==> src/rtl/tcm_mem_pkg.sv <==
// Shared encodings and the address-window helper for the TCM front-end.
// Holds no state; provides the owner tags, arbiter states and the request bundle.
package tcm_mem_pkg;

    localparam int WORD_LSB = 2;

    typedef enum logic [1:0] {
        OWNER_NONE = 2'd0,
        OWNER_DMEM = 2'd1,
        OWNER_EXT  = 2'd2
    } owner_e;

    typedef enum logic {
        ST_IDLE = 1'b0,
        ST_LOCK = 1'b1
    } arb_state_e;

    typedef struct packed {
        logic [31:0] addr;
        logic [31:0] data;
        logic [3:0]  wr;
    } req_t;

    // True when addr lies in the 2^(addr_w+2)-byte window that starts at base.
    function automatic logic in_window(input logic [31:0] addr,
                                       input logic [31:0] base,
                                       input int          addr_w);
        return ((addr ^ base) >> (addr_w + WORD_LSB)) == 32'd0;
    endfunction

endpackage

==> src/rtl/tcm_rr_arb2.sv <==
// Two-way round-robin arbiter with a burst lock held by requester 1; grant is combinational.
// Zero latency; a losing requester simply sees no grant, and nothing is granted while in reset.
module tcm_rr_arb2
    import tcm_mem_pkg::*;
(
    input  logic       clk,
    input  logic       rst_n,
    input  logic [1:0] req,
    input  logic       lock_hold,
    output logic [1:0] gnt
);

    arb_state_e state_q;
    arb_state_e state_d;
    logic       favour_q;

    always_comb begin
        gnt     = 2'b00;
        state_d = state_q;
        if (rst_n) begin
            unique case (state_q)
                ST_IDLE: begin
                    if (&req) begin
                        gnt = favour_q ? 2'b10 : 2'b01;
                    end else begin
                        gnt = req;
                    end
                    if (gnt[1] && lock_hold) begin
                        state_d = ST_LOCK;
                    end
                end
                ST_LOCK: begin
                    // Requester 0 is starved until requester 1 closes its burst.
                    gnt[1] = req[1];
                    if (req[1] && !lock_hold) begin
                        state_d = ST_IDLE;
                    end
                end
                default: state_d = ST_IDLE;
            endcase
        end
    end

    always_ff @(posedge clk or negedge rst_n) begin
        if (!rst_n) begin
            state_q  <= ST_IDLE;
            favour_q <= 1'b0;
        end else begin
            state_q <= state_d;
            if (gnt[0]) begin
                favour_q <= 1'b1;
            end else if (gnt[1]) begin
                favour_q <= 1'b0;
            end
        end
    end

endmodule

==> src/rtl/tcm_mem_ctrl.sv <==
// TCM front-end: fetch on RAM port 0, arbitrated dmem/ext on port 1, range check and response routing.
// Responses arrive 1 cycle after accept with no backpressure; requests stall only by being left unaccepted.
module tcm_mem_ctrl
    import tcm_mem_pkg::*;
#(
    parameter logic [31:0] TCM_BASE = 32'h0000_0000,
    parameter int          ADDR_W   = 14
) (
    input  logic              clk_i,
    input  logic              rst_i,
    input  logic              ifetch_rd_i,
    input  logic [31:0]       ifetch_pc_i,
    output logic              ifetch_accept_o,
    output logic              ifetch_valid_o,
    output logic [31:0]       ifetch_instr_o,
    output logic              ifetch_error_o,
    input  logic [31:0]       dmem_addr_i,
    input  logic [31:0]       dmem_data_wr_i,
    input  logic              dmem_rd_i,
    input  logic [3:0]        dmem_wr_i,
    output logic              dmem_accept_o,
    output logic              dmem_ack_o,
    output logic [31:0]       dmem_data_rd_o,
    output logic              dmem_error_o,
    input  logic [31:0]       ext_addr_i,
    input  logic [31:0]       ext_data_wr_i,
    input  logic              ext_rd_i,
    input  logic [3:0]        ext_wr_i,
    input  logic              ext_last_i,
    output logic              ext_accept_o,
    output logic              ext_ack_o,
    output logic [31:0]       ext_data_rd_o,
    output logic              ext_error_o,
    output logic [ADDR_W-1:0] ram_addr0_o,
    output logic [3:0]        ram_wr0_o,
    input  logic [31:0]       ram_data0_i,
    output logic [ADDR_W-1:0] ram_addr1_o,
    output logic [31:0]       ram_data1_o,
    output logic [3:0]        ram_wr1_o,
    input  logic [31:0]       ram_data1_i
);

    logic              req_dmem;
    logic              req_ext;
    logic [1:0]        gnt;
    logic              granted;
    logic              in_rng1;
    req_t              sel;
    logic [ADDR_W-1:0] addr1_q;
    logic              fetch_vld_q;
    logic              fetch_err_q;
    owner_e            owner_q;
    logic              rsp_err_q;
    logic              rsp_wr_q;
    logic [31:0]       rsp_data;

    assign req_dmem = dmem_rd_i | (|dmem_wr_i);
    assign req_ext  = ext_rd_i | (|ext_wr_i);

    tcm_rr_arb2 u_arb (
        .clk       (clk_i),
        .rst_n     (rst_i),
        .req       ({req_ext, req_dmem}),
        .lock_hold (~ext_last_i),
        .gnt       (gnt)
    );

    assign dmem_accept_o = gnt[0];
    assign ext_accept_o  = gnt[1];
    assign granted       = |gnt;

    always_comb begin
        sel = gnt[1] ? '{addr: ext_addr_i,  data: ext_data_wr_i,  wr: ext_wr_i}
                     : '{addr: dmem_addr_i, data: dmem_data_wr_i, wr: dmem_wr_i};
    end

    assign in_rng1     = in_window(sel.addr, TCM_BASE, ADDR_W);
    assign ram_addr1_o = granted ? sel.addr[ADDR_W+1:2] : addr1_q;
    assign ram_data1_o = granted ? sel.data : 32'd0;
    assign ram_wr1_o   = (granted && in_rng1) ? sel.wr : 4'b0000;

    assign ifetch_accept_o = rst_i;
    assign ram_addr0_o     = rst_i ? ifetch_pc_i[ADDR_W+1:2] : '0;
    assign ram_wr0_o       = 4'b0000;

    always_ff @(posedge clk_i or negedge rst_i) begin
        if (!rst_i) begin
            addr1_q     <= '0;
            fetch_vld_q <= 1'b0;
            fetch_err_q <= 1'b0;
            owner_q     <= OWNER_NONE;
            rsp_err_q   <= 1'b0;
            rsp_wr_q    <= 1'b0;
        end else begin
            fetch_vld_q <= ifetch_rd_i;
            fetch_err_q <= ifetch_rd_i && !in_window(ifetch_pc_i, TCM_BASE, ADDR_W);
            if (granted) begin
                addr1_q <= sel.addr[ADDR_W+1:2];
            end
            owner_q   <= gnt[0] ? OWNER_DMEM : (gnt[1] ? OWNER_EXT : OWNER_NONE);
            rsp_err_q <= granted && !in_rng1;
            rsp_wr_q  <= granted && (|sel.wr);
        end
    end

    assign ifetch_valid_o = fetch_vld_q;
    assign ifetch_error_o = fetch_vld_q && fetch_err_q;
    assign ifetch_instr_o = (fetch_vld_q && !fetch_err_q) ? ram_data0_i : 32'd0;

    // Writes and range errors return zero data rather than whatever the RAM drove.
    assign rsp_data       = (rsp_err_q || rsp_wr_q) ? 32'd0 : ram_data1_i;

    assign dmem_ack_o     = (owner_q == OWNER_DMEM);
    assign dmem_error_o   = dmem_ack_o && rsp_err_q;
    assign dmem_data_rd_o = dmem_ack_o ? rsp_data : 32'd0;
    assign ext_ack_o      = (owner_q == OWNER_EXT);
    assign ext_error_o    = ext_ack_o && rsp_err_q;
    assign ext_data_rd_o  = ext_ack_o ? rsp_data : 32'd0;

endmodule

==> config.mk <==
export PLATFORM = sky130hd
export DESIGN_NAME = tcm_mem_ctrl
export DESIGN_NICKNAME = d
export VERILOG_FILES = /design/src/rtl/tcm_mem_pkg.sv /design/src/rtl/tcm_rr_arb2.sv /design/src/rtl/tcm_mem_ctrl.sv
export SDC_FILE = /design/constraint.sdc
export NUM_CORES = 1
export LEC_CHECK = 0
export ABC_AREA = 1
export BUFFER_PORTS_ARGS = -buffer_cell sky130_fd_sc_hd__buf_2
export CAP_MARGIN = 20
export CELL_PAD_IN_SITES_DETAIL_PLACEMENT = 1
export CELL_PAD_IN_SITES_GLOBAL_PLACEMENT = 2
export CORE_UTILIZATION = 11
export DETAILED_ROUTE_END_ITERATION = 7
export PLACE_DENSITY_LB_ADDON = 0.1
export SLEW_MARGIN = 40
export SYNTH_ARGS = -nofsm -noshare
export SYNTH_HDL_FRONTEND = slang
export SYNTH_HIERARCHICAL = 1
export SYNTH_SLANG_ARGS = --single-unit
export TNS_END_PERCENT = 1
==> constraint.sdc <==
create_clock -name clk_i -period 1.89 [get_ports clk_i]
set_input_delay 0.0945 -clock clk_i [delete_from_list [all_inputs] [get_ports clk_i]]
set_output_delay 0.0945 -clock clk_i [all_outputs]
set_load 0.02 [all_outputs]
==> results.cfg <==
[finish]
area_growth_pct = 108
fillers = 3139
drive_gt1_share_pct = 49.1
nNetsFinal = 1167
antenna_cells = 0

[cts]
cts_buffers = 3
cts.sinks = 22
insertion_delay_ps = 270
clk_pin_slew_worst_paths_ps = 70
root_buffer = clkbuf_16
htreeDepth = 1
clk_path_buf_depth = 2
cts_tree = done

[drt]
drtIter0Drc = 112
wl_per_cell_um = 14.0
vias = 4638
detail-route-antenna-nets = 0
routed_wl_mm = 17.4
dr.pass1.iters = 4
drc = 0
via_per_inst = 3.72

[sta]
skew_ps = 7.50
rsz0062_at_grt = yes
timing.fmax_ghz = 0.511
report.final.hold_viol_count = 0
slew_viol_final = 0
period_minus_slack_ps = 1960
setup_ws_ps = -65.5
tns_ps = -247
setup_viol = 5
fin_crit_sh_pct = 103

[power_and_ir_drop]
finalPower_mw = 3.70
powerDensity_nw_per_um2 = 657
max-vdd-ir-drop_uv = 316
leakagePower_nw = 3.69

[placed_design]
gp_congestion = 0.764
numPortBuffers = 400
dp_hpwl_mm = 14.5

[floorplanning]
core_area_um2 = 23800
die_w_um = 159
pin_count = 411
die_area_um2 = 25200
fp.dieH_um = 159
fp-row-count = 56
start_util_pct = 11.4

[synth]
synth_top_family_by_area = simple AND/OR/NAND/NOR gates
synthAdderAreaFrac_pct = 0
synth.distinct_cells = 24
syn-mean-instance-area_um2 = 5.17
seq_area_frac_synth_pct = 20.4
syn-cell-area_um2 = 2700
yosys.area_share.xor_xnor_pct = 0
ys_ff_latch = 22
synth_top_area_share_pct = 20.4
synth_area_leaders = dfrtp_1 (20%), inv_1 (17%), nor3_1 (15%)
ys_warn_count = 6
synth-simple-area-share_pct = 43.6
synth_compound_area_share_pct = 10.5
synth_cells = 523
yosysTopAreaCell = dfrtp_1
synthMuxAreaShare_pct = 0.370

[job]
drv_cap = 0

[global_route]
antenna_found_initial = 2
grt_max_degree = 59
grt_pass1_vias = 4767
gr-total-overflow = 0
grt.total_usage_pct = 13.3
grt_pass1_wl_mm = 26.6

[worst_setup_path]
cp_data_required_time_ps = 1800
critPathMaxStageDelay_ps = 440
crit_slowest_cell = dfrtp_2
end_kind = output pin
arrival_ps = 1860
crit_chain = nor2_4 -> a21oi_4 -> buf_4 -> or2_1 -> nor2_1 -> nand3_1 -> nand2_2 -> nand2_4 -> nor2_2 -> buf_6
critPathKind = register to output pin
start_kind = register
crit_fanout = 5

[run_status]
violations = setup timing
status = finished with violations

[hold_path]
min_path_type = input pin to register
==> synth_stat cells (all sizes together) <==
| cell type | count |
|---|---|
| inv | 127 |
| nand2 | 101 |
| nor2 | 88 |
| nor3 | 81 |
| o21ai | 33 |
| buf | 28 |
| dfrtp | 22 |
| o22ai | 14 |
| clkbuf | 11 |
| nand3 | 6 |
| a21oi | 2 |
| nand4 | 2 |
| o21a | 2 |
| or2 | 2 |
| a31oi | 1 |
| clkinv | 1 |
| conb | 1 |
| mux2i | 1 |
==> cell type report <==
type                    count  area, um2  share of cell area (%)
clock buffers               3       75.1                    1.33
flip-flops and latches     22        552                    9.81
repair buffers            437       2540                    45.2
multi-input cells         337       1550                    27.5
inverters                 128        480                    8.54
well taps                 319        399                    7.09
clock inverters             1       30.0                   0.534
==> per-layer routing <==
layer | routed length (um) | GRT usage [%] | up-vias
met2 | 9210 | 26.2 | 224
met1 | 6400 | 13.6 | 2021
met5 | 13 | 0 | -
met4 | 103 | 1.77 | 2
li1 | - | - | 2383
met3 | 1710 | 4.75 | 8
==> cell families after synthesis <==
family,after synthesis
AOI/OAI and AO/OA,52
DFF,22
other,1
muxes,1
buffers and inverters,167
and+or+nand+nor,280
==> through the flow <==
step | utilization, % | std cells | setup WS [ps] | hold slack [ps] | area (um2)
6_report | 23.7 | 1247 | -65.5 | 108 | 5630
2_1_floorplan | - | 526 | 57.3 | -201 | 2720
4_1_cts | 22.8 | 1241 | -136 | 102 | 5400
3_5_place_dp | 21.9 | 1233 | -129 | 144 | 5210
5_1_grt | 23.7 | 1247 | -194 | 126 | 5630
3_3_place_gp | 21.9 | 1233 | -95.1 | 142 | 5210
==> layout by cell type, fill, tap and decap left out, types with 2 or more instances in the layout <==
cell           Yosys  layout
buf_12             0       6
buf_2             16     351
buf_4              6      65
buf_6              1      12
clkbuf_16          0       4
conb_1             1       4
dfrtp_1           22      21
dlygate4sd3_1      0       2
inv_1            125     125
inv_2              2       2
nand2_1           98      98
nand2_2            3       2
nand3_1            6       5
nand4_1            2       2
nor2_1            88      82
nor2_2             0       4
nor2_4             0       2
nor3_1            81      79
nor3_2             0       2
o21a_1             2       2
o21ai_0           32      28
o21ai_1            1       5
o22ai_1           14      14
==> critical path: cells and delay by family (launching register included) <==
kind	cells	cell delay, ps
buffers and inverters	2	270
flip-flops	1	440
AO/OA/AOI/OAI	1	80
AND/OR/NAND/NOR	7	810
==> registers in the layout, indices dropped and copies added, names as in the netlist <==
name / count
rsp_err_q: 1
owner_q: 2
u_arb/favour_q: 1
u_arb/state_q: 1
rsp_wr_q: 1
ifetch_valid_o: 1
addr1_q: 14
fetch_err_q: 1
==> where the power goes <==
group	internal (mW)	switching, mW	leakage [nW]	total, mW
registers	0.590	0.0408	0.251	0.631
logic	0.981	1.44	3.39	2.43
clock network	0.423	0.217	0.0511	0.639
==> timing repair <==
action                                 in CTS  in global routing
cloned                                      0                  1
buffers inserted                            2                  5
hold buffers                                2                  0
pin swaps                                   8                  6
resized for setup                          21                 58
setup endpoints to repair                  19                 51
endpoints found under the hold margin      23                  0
==> worst paths after layout <==
| check | start | to | slack (ps) | cells after the start |
|---|---|---|---|---|
| min in group asynchronous | rst_i | u_arb/favour_q | 450 | 3 |
| max in group asynchronous | rst_i | addr1_q[4] | 1170 | 3 |
| max | u_arb/state_q | ram_wr1_o[1] | -70 | 10 |
| min reg2reg | addr1_q[8] | addr1_q[8] | 560 | 2 |
| max reg2reg | u_arb/state_q | rsp_err_q | 170 | 11 |
| min | dmem_addr_i[14] | addr1_q[12] | 110 | 3 |
Note: power is estimated with default switching activity, not from simulation.
